`src/rtl/vp_load_ctrl_if.sv`:
```
// Load-side bus between the MEM stage / predictor / D-cache and vp_load_ctrl.
// slave is the controller's view; master is the pipeline/environment view.
interface vp_load_ctrl_if #(
  parameter int ADDR_WIDTH = 32,
  parameter int DATA_WIDTH = 32
);
  logic                  ld_valid;
  logic [ADDR_WIDTH-1:0] ld_addr;
  logic                  ld_ready;
  logic                  vp_pred_valid;
  logic [DATA_WIDTH-1:0] vp_pred_data;
  logic                  spec_valid;
  logic [DATA_WIDTH-1:0] spec_data;
  logic                  mem_valid;
  logic [DATA_WIDTH-1:0] mem_data;
  logic                  flush;
  logic                  train_valid;
  logic [ADDR_WIDTH-1:0] train_addr;
  logic [DATA_WIDTH-1:0] train_data;
  logic                  recover_req;
  logic [DATA_WIDTH-1:0] recover_data;
  logic                  recover_ack;
  logic                  done;
  logic                  throttled;

  modport master (
    output ld_valid, ld_addr, vp_pred_valid, vp_pred_data,
           mem_valid, mem_data, flush, recover_ack,
    input  ld_ready, spec_valid, spec_data, train_valid, train_addr,
           train_data, recover_req, recover_data, done, throttled
  );

  modport slave (
    input  ld_valid, ld_addr, vp_pred_valid, vp_pred_data,
           mem_valid, mem_data, flush, recover_ack,
    output ld_ready, spec_valid, spec_data, train_valid, train_addr,
           train_data, recover_req, recover_data, done, throttled
  );
endinterface

```
`src/rtl/vp_load_ctrl.sv`:
```
// Value-prediction load sequencer: speculative forward, verify/train, recovery, throttling.
// Optional VP_LOAD_CTRL_STATS_EN adds saturating stat_pred/stat_hit/stat_miss counters.
module vp_load_ctrl #(
  parameter int MISS_LIMIT = 3,
  parameter int COOLDOWN   = 64,
  parameter int CNT_WIDTH  = 16,
  parameter int ADDR_WIDTH = 32,
  parameter int DATA_WIDTH = 32
) (
  input  logic           clk,
  input  logic           rst_n,
  vp_load_ctrl_if.slave  bus
`ifdef VP_LOAD_CTRL_STATS_EN
  ,
  output logic [CNT_WIDTH-1:0] stat_pred,
  output logic [CNT_WIDTH-1:0] stat_hit,
  output logic [CNT_WIDTH-1:0] stat_miss
`endif
);

  localparam int MW = $clog2(MISS_LIMIT + 1);
  localparam int CW = $clog2(COOLDOWN + 1);

  if (MISS_LIMIT < 1 || COOLDOWN < 1 || CNT_WIDTH < 1) begin : g_bad_params
    $error("vp_load_ctrl: MISS_LIMIT, COOLDOWN and CNT_WIDTH must all be >= 1");
  end

  typedef enum logic [1:0] {IDLE, SPEC_WAIT, PLAIN_WAIT, RECOVER} state_t;

  state_t                state_q, state_d;
  logic [MW-1:0]         miss_cnt_q, miss_cnt_d;
  logic [CW-1:0]         cool_cnt_q, cool_cnt_d;
  logic                  drop_pending_q, drop_pending_d;
  logic [ADDR_WIDTH-1:0] addr_q, addr_d;
  logic [DATA_WIDTH-1:0] pred_q, pred_d;
  logic [DATA_WIDTH-1:0] rec_data_q, rec_data_d;

  logic throttled_i, ready_i, accept, take_pred;
  logic train_i, done_i, hit_evt, miss_evt;

  always_comb begin
    state_d        = state_q;
    miss_cnt_d     = miss_cnt_q;
    cool_cnt_d     = cool_cnt_q;
    drop_pending_d = drop_pending_q;
    addr_d         = addr_q;
    pred_d         = pred_q;
    rec_data_d     = rec_data_q;
    train_i        = 1'b0;
    done_i         = 1'b0;
    hit_evt        = 1'b0;
    miss_evt       = 1'b0;

    throttled_i = (cool_cnt_q != '0);
    ready_i     = (state_q == IDLE) && !drop_pending_q;
    // A flush in the accept cycle kills the load before it is tracked.
    accept      = bus.ld_valid && ready_i && !bus.flush;
    take_pred   = accept && bus.vp_pred_valid && !throttled_i;

    // Cooldown runs regardless of FSM state; expiry also forgives past misses.
    if (throttled_i) begin
      cool_cnt_d = cool_cnt_q - CW'(1);
      if (cool_cnt_q == CW'(1)) miss_cnt_d = '0;
    end

    case (state_q)
      IDLE: begin
        if (drop_pending_q) begin
          if (bus.mem_valid) drop_pending_d = 1'b0;
        end else if (accept) begin
          addr_d = bus.ld_addr;
          if (take_pred) begin
            pred_d  = bus.vp_pred_data;
            state_d = SPEC_WAIT;
          end else begin
            state_d = PLAIN_WAIT;
          end
        end
      end
      SPEC_WAIT: begin
        if (bus.flush) begin
          state_d        = IDLE;
          drop_pending_d = !bus.mem_valid;
        end else if (bus.mem_valid) begin
          train_i = 1'b1;
          if (bus.mem_data == pred_q) begin
            hit_evt    = 1'b1;
            done_i     = 1'b1;
            miss_cnt_d = '0;
            state_d    = IDLE;
          end else begin
            miss_evt   = 1'b1;
            rec_data_d = bus.mem_data;
            if (miss_cnt_q != MW'(MISS_LIMIT)) miss_cnt_d = miss_cnt_q + MW'(1);
            state_d    = RECOVER;
          end
        end
      end
      PLAIN_WAIT: begin
        if (bus.flush) begin
          state_d        = IDLE;
          drop_pending_d = !bus.mem_valid;
        end else if (bus.mem_valid) begin
          train_i = 1'b1;
          done_i  = 1'b1;
          state_d = IDLE;
        end
      end
      RECOVER: begin
        if (bus.recover_ack) state_d = IDLE;
      end
      default: state_d = IDLE;
    endcase

    if (miss_evt && miss_cnt_d == MW'(MISS_LIMIT)) cool_cnt_d = CW'(COOLDOWN);
  end

  always_ff @(posedge clk) begin
    if (!rst_n) begin
      state_q        <= IDLE;
      miss_cnt_q     <= '0;
      cool_cnt_q     <= '0;
      drop_pending_q <= 1'b0;
      addr_q         <= '0;
      pred_q         <= '0;
      rec_data_q     <= '0;
    end else begin
      state_q        <= state_d;
      miss_cnt_q     <= miss_cnt_d;
      cool_cnt_q     <= cool_cnt_d;
      drop_pending_q <= drop_pending_d;
      addr_q         <= addr_d;
      pred_q         <= pred_d;
      rec_data_q     <= rec_data_d;
    end
  end

  // Every output is forced low while reset is asserted.
  assign bus.ld_ready     = rst_n && ready_i;
  assign bus.spec_valid   = rst_n && take_pred;
  assign bus.spec_data    = (rst_n && take_pred) ? bus.vp_pred_data : '0;
  assign bus.train_valid  = rst_n && train_i;
  assign bus.train_addr   = (rst_n && train_i) ? addr_q : '0;
  assign bus.train_data   = (rst_n && train_i) ? bus.mem_data : '0;
  assign bus.recover_req  = rst_n && (state_q == RECOVER);
  assign bus.recover_data = rst_n ? rec_data_q : '0;
  assign bus.done         = rst_n && done_i;
  assign bus.throttled    = rst_n && throttled_i;

`ifdef VP_LOAD_CTRL_STATS_EN
  logic [CNT_WIDTH-1:0] stat_pred_q, stat_pred_d;
  logic [CNT_WIDTH-1:0] stat_hit_q, stat_hit_d;
  logic [CNT_WIDTH-1:0] stat_miss_q, stat_miss_d;

  always_comb begin
    stat_pred_d = stat_pred_q;
    stat_hit_d  = stat_hit_q;
    stat_miss_d = stat_miss_q;
    if (take_pred && stat_pred_q != '1) stat_pred_d = stat_pred_q + CNT_WIDTH'(1);
    if (hit_evt   && stat_hit_q  != '1) stat_hit_d  = stat_hit_q  + CNT_WIDTH'(1);
    if (miss_evt  && stat_miss_q != '1) stat_miss_d = stat_miss_q + CNT_WIDTH'(1);
  end

  always_ff @(posedge clk) begin
    if (!rst_n) begin
      stat_pred_q <= '0;
      stat_hit_q  <= '0;
      stat_miss_q <= '0;
    end else begin
      stat_pred_q <= stat_pred_d;
      stat_hit_q  <= stat_hit_d;
      stat_miss_q <= stat_miss_d;
    end
  end

  assign stat_pred = rst_n ? stat_pred_q : '0;
  assign stat_hit  = rst_n ? stat_hit_q  : '0;
  assign stat_miss = rst_n ? stat_miss_q : '0;
`endif

endmodule

```
`src/flat_wrapper.sv`:
```
// flat-port wrapper written by rule: the top's interface ports become plain ports
module vp_load_ctrl_flat 
#(
  parameter int MISS_LIMIT = 3,
  parameter int COOLDOWN   = 64,
  parameter int CNT_WIDTH  = 16,
  parameter int ADDR_WIDTH = 32,
  parameter int DATA_WIDTH = 32
)
  (clk, rst_n, bus_ld_valid, bus_ld_addr, bus_vp_pred_valid, bus_vp_pred_data, bus_mem_valid, bus_mem_data, bus_flush, bus_recover_ack, bus_ld_ready, bus_spec_valid, bus_spec_data, bus_train_valid, bus_train_addr, bus_train_data, bus_recover_req, bus_recover_data, bus_done, bus_throttled);
  vp_load_ctrl_if #(.ADDR_WIDTH(ADDR_WIDTH), .DATA_WIDTH(DATA_WIDTH)) bus_i ();
  input  logic clk;
  input  logic rst_n;
  input wire logic [$bits(bus_i.ld_valid)-1:0] bus_ld_valid;
  input wire logic [$bits(bus_i.ld_addr)-1:0] bus_ld_addr;
  input wire logic [$bits(bus_i.vp_pred_valid)-1:0] bus_vp_pred_valid;
  input wire logic [$bits(bus_i.vp_pred_data)-1:0] bus_vp_pred_data;
  input wire logic [$bits(bus_i.mem_valid)-1:0] bus_mem_valid;
  input wire logic [$bits(bus_i.mem_data)-1:0] bus_mem_data;
  input wire logic [$bits(bus_i.flush)-1:0] bus_flush;
  input wire logic [$bits(bus_i.recover_ack)-1:0] bus_recover_ack;
  output wire logic [$bits(bus_i.ld_ready)-1:0] bus_ld_ready;
  output wire logic [$bits(bus_i.spec_valid)-1:0] bus_spec_valid;
  output wire logic [$bits(bus_i.spec_data)-1:0] bus_spec_data;
  output wire logic [$bits(bus_i.train_valid)-1:0] bus_train_valid;
  output wire logic [$bits(bus_i.train_addr)-1:0] bus_train_addr;
  output wire logic [$bits(bus_i.train_data)-1:0] bus_train_data;
  output wire logic [$bits(bus_i.recover_req)-1:0] bus_recover_req;
  output wire logic [$bits(bus_i.recover_data)-1:0] bus_recover_data;
  output wire logic [$bits(bus_i.done)-1:0] bus_done;
  output wire logic [$bits(bus_i.throttled)-1:0] bus_throttled;
  assign bus_i.ld_valid = bus_ld_valid;
  assign bus_i.ld_addr = bus_ld_addr;
  assign bus_i.vp_pred_valid = bus_vp_pred_valid;
  assign bus_i.vp_pred_data = bus_vp_pred_data;
  assign bus_i.mem_valid = bus_mem_valid;
  assign bus_i.mem_data = bus_mem_data;
  assign bus_i.flush = bus_flush;
  assign bus_i.recover_ack = bus_recover_ack;
  assign bus_ld_ready = bus_i.ld_ready;
  assign bus_spec_valid = bus_i.spec_valid;
  assign bus_spec_data = bus_i.spec_data;
  assign bus_train_valid = bus_i.train_valid;
  assign bus_train_addr = bus_i.train_addr;
  assign bus_train_data = bus_i.train_data;
  assign bus_recover_req = bus_i.recover_req;
  assign bus_recover_data = bus_i.recover_data;
  assign bus_done = bus_i.done;
  assign bus_throttled = bus_i.throttled;
  vp_load_ctrl #(.MISS_LIMIT(MISS_LIMIT), .COOLDOWN(COOLDOWN), .CNT_WIDTH(CNT_WIDTH), .ADDR_WIDTH(ADDR_WIDTH), .DATA_WIDTH(DATA_WIDTH)) u_core (.clk(clk), .rst_n(rst_n), .bus(bus_i));
endmodule
```
`config.mk`:
```
export PLATFORM = sky130hd
export DESIGN_NAME = vp_load_ctrl_flat
export DESIGN_NICKNAME = d
export VERILOG_FILES = /design/src/rtl/vp_load_ctrl_if.sv /design/src/rtl/vp_load_ctrl.sv /design/src/flat_wrapper.sv
export SDC_FILE = /design/constraint.sdc
export NUM_CORES = 1
export LEC_CHECK = 0
export BUFFER_PORTS_ARGS = -buffer_cell sky130_fd_sc_hd__buf_2
export CELL_PAD_IN_SITES_DETAIL_PLACEMENT = 0
export CELL_PAD_IN_SITES_GLOBAL_PLACEMENT = 1
export CORE_ASPECT_RATIO = 0.6
export CORE_MARGIN = 4
export CORE_UTILIZATION = 37
export CTS_BUF_LIST = sky130_fd_sc_hd__clkbuf_8
export DETAILED_ROUTE_END_ITERATION = 16
export PLACE_DENSITY_LB_ADDON = 0.1
export SYNTH_ARGS = -nofsm -noshare
export SYNTH_HDL_FRONTEND = slang
export SYNTH_SLANG_ARGS = --single-unit
```
`constraint.sdc`:
```
create_clock -name clk -period 5.2 [get_ports clk]
set_input_delay 0.52 -clock clk [delete_from_list [all_inputs] [get_ports clk]]
set_output_delay 0.52 -clock clk [all_outputs]
set_load 0.05 [all_outputs]
```
# Yosys cells after proc, flatten, opt, wreduce, memory -nomap -nowiden
# Index checks and enable logic that the tools add are counted.
# totals
reg_bits	108
input_bits	103
out_inout_bits	134
word_cells	92
# classes
add_sub_neg	2
n_eq_ne	13
mux	38
n_bitwise	4
reduce_logical	27
# op_table
op	n
32-bit two-way mux	4
32-bit equality test	1
2-bit two-way mux	16
7-bit two-way mux	2
1-bit two-way mux	13
1-bit logical AND	12
2-bit one-hot mux with 4 select lines	1
4-bit AND reduction	2
7-bit by 1-bit equality test with 1-bit output (second input constant)	1
7-bit nonzero test	1
7-bit by 1-bit subtractor with 7-bit output (second input constant)	1
2-bit equality test (second input constant)	3
2-bit != test (second input constant)	3
3-bit != test (second input constant)	2
5-bit AND reduction	1
1-bit logical NOT	4
2-bit by 1-bit != test with 1-bit output (second input constant)	2
1-bit NOT	4
1-bit one-hot mux with 2 select lines	2
2-bit nonzero test	2
2-bit OR reduction	2
3-bit AND reduction	1
2-bit by 1-bit adder with 2-bit output (second input constant)	1
2-bit by 1-bit equality test with 1-bit output (second input constant)	1
2 further kinds	2

# Depth between registers and ports, before layout
# Gate-level depths: netlist (run 1).
# depth
depth_word	11
depth_mapped	9
mapped_depth_nobuf	7

# Worst setup path before layout (run 1)
# Ideal clock, no wire load.
# synth_timing
path_kind	flip-flop to output port
from	reg u_core.state_q[0]
to	out bus_spec_valid
arrival_ns	2.206
required_time_ns	4.680
slack_ns	2.474
path_stages_with_launch	8
cell_sequence	dfxtp_1 -> inv_1 -> ha_1 -> nor4bb_1 -> clkbuf_1 -> nand3_1 -> clkbuf_1 -> nor2_1
# synth_via
elab_chain_len	7
# synth_lines
element	line	source
start, declared	vp_load_ctrl.sv:30	state_t state_q, state_d;
start signal, assigned	vp_load_ctrl.sv:128	state_q <= state_d;
2-bit logical NOT	vp_load_ctrl.sv:55	ready_i = (state_q == IDLE) && !drop_pending_q;
1-bit logical AND	vp_load_ctrl.sv:55	
1-bit logical AND (2 in series)	vp_load_ctrl.sv:57	accept = bus.ld_valid && ready_i && !bus.flush;
1-bit logical AND (2 in series)	vp_load_ctrl.sv:58	take_pred = accept && bus.vp_pred_valid && !throttled_i;
1-bit logical AND	vp_load_ctrl.sv:140	assign bus.spec_valid = rst_n && take_pred;
end, declared	flat_wrapper.sv:23	output wire logic [$bits(bus_i.spec_valid)-1:0] bus_spec_valid;
# No other way between the ends.

# Final worst setup path (run 1)
# layout_timing
from	reg u_core.state_q[0]
to	out bus_spec_data[17]
# layout_via
elab_chain_len	8
# layout_lines
element	line	source
2-bit logical NOT	vp_load_ctrl.sv:55	
1-bit logical AND	vp_load_ctrl.sv:55	
1-bit logical AND (2 in series)	vp_load_ctrl.sv:57	
1-bit logical AND (2 in series)	vp_load_ctrl.sv:58	
1-bit logical AND	vp_load_ctrl.sv:141	assign bus.spec_data = (rst_n && take_pred) ? bus.vp_pred_data : '0;
32-bit two-way mux	vp_load_ctrl.sv:141	
end, declared	flat_wrapper.sv:24	output wire logic [$bits(bus_i.spec_data)-1:0] bus_spec_data;
# No other way between the ends.

==> results.json, run 1 <==
{
  "hp-class": "input pin to register",
  "wl_per_cell_um": 16.4,
  "vdd_ir_drop_max_mv": 0.136,
  "clkSlewWorstSetupHoldPaths_ns": 0.11,
  "crit_chain": "inv_1, ha_1, nor4bb_4, buf_4, and3_2, and3_1, buf_2",
  "hpwlAfterDp_um": 13700,
  "synth_cells": 695,
  "placed_area_um2": 6650,
  "nets": 1010,
  "ys.flop_type": "dfxtp_1",
  "power.density_nw_per_um2": 320,
  "cts_tree": "yes",
  "cp.required_ns": 4.68,
  "antenna_left": 0,
  "num_rows": 33,
  "p_leak_nw": 3.61,
  "cp_max_fo": 64,
  "final_area_um2": 6840,
  "initial_core_util_pct": 38.6,
  "pre_cts_ws_ns": 1.88,
  "clk_latency_ns": 0.37,
  "drv_slew": 0,
  "die-area_um2": 16600,
  "critPathTopFamily": "simple AND/OR/NAND/NOR gates",
  "finalNonFillerCells": 1095,
  "hold_start": "bus_ld_addr[0]",
  "fp.dieH_um": 101,
  "synth_top_cell_area_share_pct": 40.1,
  "cap_viol_max_count": 0,
  "grt.total_usage_pct": 21.3,
  "status": "finished clean",
  "worstSetupStartpointType": "register",
  "dr.pass1.iters": 4,
  "finalClockSkew_ns": 0.0102,
  "fin_setup_tns_ns": 0,
  "drc_errors": 0,
  "reg2reg_to": "u_core.pred_q[31]",
  "core_area_um2": 14000,
  "rsz0062_at_grt": "no",
  "io_pins": 237,
  "setup_slack_ns": 1.46,
  "slowest_delay_ns": 0.86,
  "hold_end": "u_core.addr_q[0]",
  "gp_congestion": 0.897,
  "synth_enable_flop_cells": 0,
  "cts_setup_buffers": 0,
  "port_buffers": 236,
  "path_class": "register to primary output",
  "synthToLayoutAreaGrowth_pct": 27.0,
  "place_inst": 1080,
  "setup_viol": 0,
  "drt_iter0_drc": 337,
  "reg2reg_depth": 7,
  "syn_area_um2": 5390,
  "ys_warn_count": 0,
  "max-slew-margin-rel_pct": 33.3,
  "root_buffer": "clkbuf_8",
  "ys_types": 41,
  "numCtsBuffers": 9,
  "synth.net_count": 806,
  "die_x_um": 164,
  "path_buf_inv": 3,
  "grt_pass1_wl_um": 27600,
  "synth.top_cells.by_area": "dfxtp_1, nand2_1, and2_1",
  "cts_hold_buf": 0,
  "grt_overflow": 0,
  "final_hold_viol_count": 0,
  "grt_start_max_net_pins": 97,
  "wl_um": 18000,
  "numClockSinks": 108,
  "htreeDepth": 3,
  "utilization_pct": 49.0,
  "worst_setup_path_end_kind": "primary output",
  "tightest_slew_ns": 1.00,
  "ys_ff_latch": 108,
  "finalCritPeriodShare_pct": 71.9,
  "ctsResizeCount": 0,
  "drive_above_1_share_pct": 29.7,
  "synth_top_area_cell": "dfxtp_1",
  "vias": 5249,
  "max_freq_mhz": 267,
  "rrSetupSlack_ns": 2.38,
  "r2r_start": "u_core.state_q[0]",
  "whs_path_depth": 3,
  "cts_buffer_depth": 2,
  "slowest_stage": "and3_2",
  "first_global_vias": 5132,
  "avgSynthCellArea_um2": 7.75,
  "arrival_ns": 3.22,
  "seq_area_frac_synth_pct": 40.1,
  "viasPerCell": 4.79,
  "antenna_found_initial": 2,
  "async_reset_ff_share_pct": 0,
  "finalCriticalPeriod_ns": 3.74
}
==> cell families after synthesis <==
logic type | count (synthesis) | share of synthesized area [%]
DFF | 108 | 40.1
and+or+nand+nor | 334 | 29.6
buffers and inverters | 89 | 6.87
AOI/OAI and AO/OA | 85 | 9.17
muxes | 34 | 6.34
xor gates and xnor gates | 37 | 6.01
adders and majority gates | 8 | 1.86
==> worst reg2reg max path, cell delays in order (launching register included) <==
cell and delay [ns]:
dfxtp_1 0.36, inv_1 0.09, ha_1 0.29, nor4bb_4 0.32
buf_4 0.37, and3_2 0.87, nand2_1 0.28, a21oi_1 0.18
==> per-layer routing <==
layer | track usage (%) | vias to the layer above | routed length (µm)
li1 | - | 2643 | -
met1 | 33.0 | 2401 | 9220
met2 | 30.4 | 190 | 7370
met3 | 4.31 | 13 | 1230
met4 | 4.25 | 2 | 166
met5 | 0 | - | 13
==> layout by cell type, fill, tap and decap left out, types with 4 or more instances in the layout <==
cell type | synthesis | routed
buf_2 | 5 | 236
nand2_1 | 200 | 200
dfxtp_1 | 108 | 108
a21oi_1 | 67 | 67
and2_1 | 65 | 65
inv_1 | 39 | 39
xor2_1 | 33 | 33
mux2i_1 | 33 | 33
and3_1 | 33 | 32
clkbuf_8 | 0 | 10
nor4_1 | 9 | 9
ha_1 | 8 | 8
nor2_1 | 6 | 6
buf_4 | 4 | 6
nor3_1 | 4 | 4
xnor2_1 | 4 | 4
a211oi_2 | 4 | 4
==> cells in the mapped netlist, types with 2 or more instances <==
cell and count:
a211oi_2 4, clkbuf_1 37, nand3b_1 3, nand4_1 3, o21ai_0 2, buf_6 2, inv_1 39, nor3_1 4
a31oi_1 2, and3_1 33, buf_2 5, o211ai_1 2, mux2i_1 33, nand3_1 3, ha_1 8, a21oi_1 67
nand2_1 200, and2_1 65, nor4_1 9, nor3b_1 2, buf_4 4, dfxtp_1 108, a211oi_1 2, xnor2_1 4
nor2_1 6, xor2_1 33
==> through the flow <==
stage / hold slack (ns) / total power, mW
CTS: 0.356 / 2.21
finish: 0.377 / 2.19
global route: 0.357 / 2.33
detailed placement: 0.442 / 1.69
floorplan: 0.432 / 1.50
global placement: 0.438 / 1.67
==> final cells by class <==
| class | count | area [µm²] |
|---|---|---|
| Inverter | 40 | 150 |
| Antenna cell | 1 | 2.50 |
| Clock inverter | 4 | 51.3 |
| Clock buffer | 10 | 138 |
| Sequential cell | 108 | 2160 |
| Multi-Input combinational cell | 498 | 2870 |
| Tap cell | 192 | 240 |
| Fill cell | 1503 | 7110 |
| Timing Repair Buffer | 242 | 1230 |
==> sequential cells by signal (all words and copies together) (netlist names) <==
signal,flops
u_core.addr_q,32
u_core.pred_q,32
u_core.rec_data_q,32
u_core.cool_cnt_q,7
u_core.miss_cnt_q,2
u_core.state_q,2
u_core.drop_pending_q,1
==> where the power goes <==
part | switching (mW) | leakage [nW] | total (mW) | internal (mW)
Sequential | 0.0607 | 0.875 | 0.977 | 0.916
Combinational | 0.458 | 2.64 | 0.699 | 0.241
Clock | 0.285 | 0.0942 | 0.517 | 0.231
Total | 0.804 | 3.61 | 2.19 | 1.39
==> how the worst max path moves through the flow <==
stage                                  from           endpoint  slack (ns)  depth (start not counted)
after floorplan           u_core.state_q[0]     bus_spec_valid        2.47                          7
after global placement    u_core.state_q[0]   bus_spec_data[1]        2.01                          7
after detailed placement  u_core.state_q[0]  bus_spec_data[15]        1.88                          7
after CTS                 u_core.state_q[0]   bus_spec_data[5]        1.46                          7
after global routing      u_core.state_q[0]   bus_spec_data[5]        1.19                          7
final                     u_core.state_q[0]  bus_spec_data[17]        1.46                          7
Power figures use the tool's default switching activity.
==> inputs of run 2 (changes only) <==
--- a/config.mk
+++ b/config.mk
@@ -5,12 +5,13 @@
 export SDC_FILE = /design/constraint.sdc
 export NUM_CORES = 1
 export LEC_CHECK = 0
+export ABC_AREA = 1
 export BUFFER_PORTS_ARGS = -buffer_cell sky130_fd_sc_hd__buf_2
 export CELL_PAD_IN_SITES_DETAIL_PLACEMENT = 0
 export CELL_PAD_IN_SITES_GLOBAL_PLACEMENT = 1
 export CORE_ASPECT_RATIO = 0.6
 export CORE_MARGIN = 4
-export CORE_UTILIZATION = 37
+export CORE_UTILIZATION = 30
 export CTS_BUF_LIST = sky130_fd_sc_hd__clkbuf_8
 export DETAILED_ROUTE_END_ITERATION = 16
 export PLACE_DENSITY_LB_ADDON = 0.1
==> constraint.sdc (replaced) <==
create_clock -name clk -period 3.4 [get_ports clk]
set_input_delay 0.34 -clock clk [delete_from_list [all_inputs] [get_ports clk]]
set_output_delay 0.34 -clock clk [all_outputs]
set_load 0.05 [all_outputs]
==> run 2 against run 1 <==
Die area increased by 28%; sequential power increased by 57%; worst hold slack got worse by 0.20 ns; setup slack got worse by 1.1 ns; critical endpoint is now bus_spec_data[4]; highest routed layer unchanged.
==> results.json, run 2 <==
{
  "final_hold_viol_count": 0,
  "num_rows": 38,
  "setup_viol": 0,
  "wl_um": 19200,
  "p_sw_mw": 1.47,
  "p_comb_share_pct": 34.7,
  "fin_setup_tns_ns": 0,
  "layout_common_cells": "buf_2, nor2_1, inv_1",
  "synth.top_cells.by_count": "nor2_1, inv_1, nand2_1",
  "finalCritPeriodShare_pct": 89.2,
  "cp_max_fo": 31,
  "cts_setup_buffers": 0,
  "intPower_mw": 2.28,
  "multiInputGateArea_um2": 2650,
  "drive_above_1_share_pct": 28.7,
  "viasPerCell": 4.35,
  "drv_slew": 0,
  "synth_top_area_cell": "dfxtp_1",
  "synthToLayoutAreaGrowth_pct": 26.9,
  "dr.pass1.iters": 5,
  "max_freq_mhz": 330,
  "power.density_nw_per_um2": 519,
  "grt_start_max_net_pins": 110,
  "final_common_cell": "buf_2",
  "io_pins": 237,
  "finalCriticalPeriod_ns": 3.03,
  "cp-startpoint": "u_core.state_q[0]",
  "tightest_slew_ns": 0.561,
  "async_reset_ff_share_pct": 0,
  "numCtsBuffers": 9,
  "core_area_um2": 18400,
  "seq_area_frac_synth_pct": 38.0,
  "gp_congestion": 0.786,
  "place_inst": 1297,
  "fp.dieH_um": 115,
  "grt.total_usage_pct": 17.7,
  "die_x_um": 186,
  "clk_latency_ns": 0.38,
  "syn_area_um2": 5690,
  "clkSlewWorstSetupHoldPaths_ns": 0.10,
  "hpwlAfterDp_um": 14800,
  "vias": 5709,
  "cts_hold_buf": 0,
  "synth.net_count": 975,
  "worst_setup_path_end_kind": "primary output",
  "ys_warn_count": 0,
  "register_area_um2": 2160,
  "antenna_left": 0,
  "antenna_found_initial": 2,
  "ys_types": 30,
  "htreeDepth": 3,
  "grt_pass1_wl_um": 29500,
  "yosysMostFrequentCell": "nor2_1",
  "finalNonFillerCells": 1313,
  "reg_top3": "u_core.addr_q x32, u_core.pred_q x32, u_core.rec_data_q x32",
  "synth_cells": 864,
  "cp.required_ns": 3.06,
  "rsz0062_at_grt": "no",
  "cts_buffer_depth": 2,
  "initial_core_util_pct": 31.0,
  "avgSynthCellArea_um2": 6.58,
  "numClockSinks": 108,
  "status": "finished clean",
  "path_class": "register to primary output",
  "r2r_start": "u_core.state_q[0]",
  "drc_errors": 0,
  "hold_start": "bus_mem_valid",
  "cap_viol_max_count": 0,
  "cts_tree": "yes",
  "ys.flop_type": "dfxtp_1",
  "wl_per_cell_um": 14.7,
  "nFillCells": 2103,
  "synth.top_cells.by_area": "dfxtp_1, nor2_1, inv_1",
  "arrival_ns": 2.69,
  "root_buffer": "clkbuf_8",
  "max-slew-margin-rel_pct": 62.6,
  "first_global_vias": 5337,
  "ys_ff_latch": 108,
  "p_leak_nw": 3.97,
  "synth_enable_flop_cells": 0,
  "diodes": 0,
  "synth_top_cell_area_share_pct": 38.0,
  "port_buffers": 236,
  "ctsResizeCount": 0,
  "hp-class": "input pin to register",
  "worstSetupStartpointType": "register",
  "seq_power_share_pct": 40.8,
  "die-area_um2": 21300,
  "power.clock.fraction_pct": 24.5,
  "nets": 1179,
  "vdd_ir_drop_max_mv": 0.208,
  "drt_iter0_drc": 269,
  "grt_overflow": 0,
  "switching_share_pct": 39.2,
  "finalClockSkew_ns": 0.0164
}
-- run 2: changes by cell type in the layout (fill, tap and decap cells not counted), sizes merged, moves of 55 or more --
| cell | previous run | this run |
|---|---|---|
| o21ai | 2 | 57 |
| and2 | 65 | 0 |
| nand3 | 3 | 65 |
| inv | 40 | 170 |
| nor2 | 6 | 157 |
| nand2 | 200 | 135 |
-- run 2: path summary, 6_finish.rpt --
path | cells after the start | end | slack [ns]
min reg2reg | 2 | u_core.addr_q[7] | 0.46
max | 12 | bus_spec_data[4] | 0.37
max reg2reg | 12 | u_core.pred_q[14] | 0.98
min | 2 | u_core.drop_pending_q | 0.18
-- run 2: cells by family (layout without fill, tap and decap cells) --
group	count (synthesis)	count (layout)	synth area share [%]
XOR/XNOR	26	26	4.00
AO/OA/AOI/OAI	144	144	14.5
AND/OR/NAND/NOR	361	361	26.0
adder cells (fa/ha/maj)	8	8	1.76
flip-flops	108	108	38.0
buffers and inverters	217	426	15.7
-- run 2: per-layer routing --
metal	track usage, %	up-vias	routed length (µm)	part of all wire [%]
met4	2.72	4	121	0.63
met1	28.9	2509	10700	56
met3	4.51	13	1110	5.8
met2	23.0	145	7260	38
met5	0	-	27	0.14
li1	-	3038	-	-
-- run 2: per-stage QoR --
step	instance area [µm²]	util [%]	total power, mW	hold WS (ns)	worst slack, ns
global placement	6990	38.1	2.88	0.445	0.791
detailed placement	6990	38.1	2.87	0.446	0.768
floorplan	5690	-	2.53	0.430	0.745
global route	7220	39.3	4.01	0.167	0.0870
finish	7220	39.3	3.75	0.179	0.366
CTS	7220	39.3	3.79	0.149	0.327
-- run 2: power groups by stage --
stage	registers (mW)	clock network [mW]	logic, mW
final	1.53	0.916	1.30
after global routing	1.55	0.993	1.47
after CTS	1.53	0.949	1.31
after detailed placement	1.56	0	1.31
after global placement	1.55	0	1.32
after floorplan	1.54	0	0.998
-- run 2: cell type report --
class	count	area share, %
Timing Repair Buffer	244	17.4
Sequential cell	108	30.0
Clock inverter	7	1.46
Inverter	166	8.63
Multi-Input combinational cell	539	36.7
Clock buffer	9	1.72
Tap cell	240	4.16
-- run 2: worst max-delay path: stages (launching register included) --
cell and delay [ns]:
dfxtp_1 0.37, inv_1 0.08, ha_1 0.25, inv_1 0.11, nor2_1 0.06, nand3_2 0.06
inv_1 0.07, nand3_4 0.10, nor2_4 0.04, inv_2 0.42, buf_4 0.46, nor2_1 0.08
buf_2 0.22
==> inputs of run 3 (changes only) <==
--- a/config.mk
+++ b/config.mk
@@ -15,6 +15,7 @@
 export CTS_BUF_LIST = sky130_fd_sc_hd__clkbuf_8
 export DETAILED_ROUTE_END_ITERATION = 16
 export PLACE_DENSITY_LB_ADDON = 0.1
+export SKIP_CTS_REPAIR_TIMING = 1
 export SYNTH_ARGS = -nofsm -noshare
 export SYNTH_HDL_FRONTEND = slang
 export SYNTH_SLANG_ARGS = --single-unit
==> constraint.sdc (replaced) <==
create_clock -name clk -period 3.4 [get_ports clk]
set_input_delay 0.68 -clock clk [delete_from_list [all_inputs] [get_ports clk]]
set_output_delay 0.68 -clock clk [all_outputs]
set_load 0.05 [all_outputs]
==> run 3 against run 2 <==
Flip-flop and latch count unchanged; maximum frequency decreased by 1.2%; sequential share of layout area barely moved; die area is the same; non-clock buffer count is 4 higher; sequential power is essentially flat; design area up 0.16%; first-iteration DRC count grew 51%; clock-buffer cell count unchanged; wire length is 3.0% higher; clock power is 6.9% lower; critical path type unchanged; largest cell class unchanged.
==> results.json, run 3 (synthesis results as in run 2) <==
{
  "antenna_left": 0,
  "power.density_nw_per_um2": 511,
  "first_global_vias": 5339,
  "whs_path_depth": 2,
  "gp_congestion": 0.796,
  "die_x_um": 186,
  "status": "finished clean",
  "worstSetupStartpointType": "register",
  "synthToLayoutAreaGrowth_pct": 27.1,
  "total_power_mw": 3.69,
  "p_leak_nw": 3.97,
  "cp.required_ns": 2.72,
  "tightest_slew_ns": 0.726,
  "finalClockSkew_ns": 0.0212,
  "hp-class": "register to register",
  "power.clock.fraction_pct": 23.1,
  "switching_share_pct": 40.2,
  "final_hold_viol_count": 0,
  "r2r_start": "u_core.state_q[0]",
  "worst_setup_path_end_kind": "primary output",
  "wl_per_cell_um": 15.1,
  "seq_power_share_pct": 41.5,
  "diodes": 0,
  "cap_viol_max_count": 0,
  "viasPerCell": 4.34,
  "reg2reg_depth": 10,
  "drv_slew": 0,
  "port_buffers": 236,
  "multiInputGateArea_um2": 2650,
  "reg_top3": "u_core.addr_q x32, u_core.pred_q x32, u_core.rec_data_q x32",
  "slowest_stage": "dfxtp_1",
  "final_common_cell": "buf_2",
  "grt_start_max_net_pins": 69,
  "io_pins": 237,
  "path_class": "register to primary output",
  "clkSlewWorstSetupHoldPaths_ns": 0.11,
  "antenna_found_initial": 2,
  "crit_top_cell": "inv_1",
  "die-area_um2": 21300,
  "max-slew-margin-rel_pct": 51.6,
  "wl_um": 19800,
  "grt_pass1_wl_um": 30200,
  "drt_iter0_drc": 406,
  "htreeDepth": 3,
  "hpwlAfterDp_um": 15000,
  "hold-worst-slack_ns": 0.460,
  "cp_max_fo": 49,
  "fp.dieH_um": 115,
  "drc_errors": 0,
  "num_rows": 38,
  "intPower_mw": 2.21,
  "p_sw_mw": 1.48,
  "finalCriticalPeriod_ns": 3.07,
  "arrival_ns": 2.39,
  "grt.total_usage_pct": 18.2,
  "vdd_ir_drop_max_mv": 0.200,
  "hold_end": "u_core.addr_q[10]",
  "drive_above_1_share_pct": 29.0,
  "finalNonFillerCells": 1317,
  "place_inst": 1301,
  "nFillCells": 2043,
  "fin_setup_tns_ns": 0,
  "clk_latency_ns": 0.40,
  "numClockSinks": 108,
  "cts_buffer_depth": 2,
  "vias": 5717,
  "root_buffer": "clkbuf_8",
  "slowest_delay_ns": 0.35,
  "max_freq_mhz": 326,
  "crit_chain": "inv_1, ha_1, inv_1, nor2_1, nand3_2, inv_1, nand3_4, nor2_4, inv_4, nor2_1, buf_2",
  "core_area_um2": 18400,
  "cts_tree": "yes",
  "reg2reg_to": "u_core.pred_q[17]",
  "numCtsBuffers": 9,
  "hold_start": "u_core.addr_q[10]",
  "rrSetupSlack_ns": 1.17,
  "setup_viol": 0,
  "grt_overflow": 0,
  "register_area_um2": 2160,
  "rsz0062_at_grt": "no",
  "nets": 1183,
  "initial_core_util_pct": 31.0,
  "dr.pass1.iters": 5,
  "p_comb_share_pct": 35.4,
  "layout_common_cells": "buf_2, nor2_1, inv_1",
  "finalCritPeriodShare_pct": 90.3
}
[run 3: cell count changes in the layout (fill, tap and decap cells not counted), sizes merged]
cell,delta
bufinv,-1
clkinv,+1
buf,+4
clkinvlp,+1
inv,-1
[run 3: routing by layer]
metal / vias to the layer above / global-route usage (%) / routed length (µm)
li1: 3053 / - / -
met1: 2484 / 29.2 / 10600
met2: 163 / 24.1 / 7630
met3: 13 / 5.02 / 1390
met4: 4 / 3.06 / 145
met5: - / 0 / 21
[run 3: layout make-up]
cell class	count	area share, %
sequential	108	29.9
tap	240	4.15
timing repair buffer	248	17.8
clock inverter	7	1.16
clock buffer	9	1.71
multi-input combinational	539	36.6
inverter	166	8.65
[run 3: worst max-delay path by stage]
stage                      start                end  slack (ns)  cells after the start
2_1_floorplan          bus_flush   bus_spec_data[0]        0.36                      8
3_3_place_gp           bus_flush   bus_spec_data[4]        0.55                      9
3_5_place_dp           bus_flush  bus_spec_data[28]        0.51                      9
4_1_cts        u_core.state_q[0]  bus_spec_data[28]        0.10                     11
5_1_grt        u_core.state_q[0]   bus_spec_data[3]        0.11                     11
6_report       u_core.state_q[0]  bus_spec_data[28]        0.33                     11
[run 3: stage by stage]
| stage | setup slack [ns] | utilization [%] | instance area [µm²] |
|---|---|---|---|
| floorplan | 0.361 | - | 5690 |
| global placement | 0.550 | 38.2 | 7020 |
| detailed placement | 0.511 | 38.2 | 7020 |
| CTS | 0.101 | 39.4 | 7230 |
| global route | 0.110 | 39.4 | 7230 |
| finish | 0.330 | 39.4 | 7230 |
[run 3: worst max-delay path, delay by kind of cell, from the launching register on]
family,cells,cell delay [ns]
buf+inv,5,0.78
flops,1,0.35
fa+ha+maj,1,0.22
simple gates,5,0.61
[run 3: power groups by stage]
stage | clock (mW) | combinational, mW | sequential [mW]
floorplan | 0 | 0.998 | 1.54
global placement | 0 | 1.33 | 1.56
detailed placement | 0 | 1.32 | 1.56
CTS | 0.888 | 1.32 | 1.53
global route | 0.936 | 1.47 | 1.55
finish | 0.853 | 1.31 | 1.53
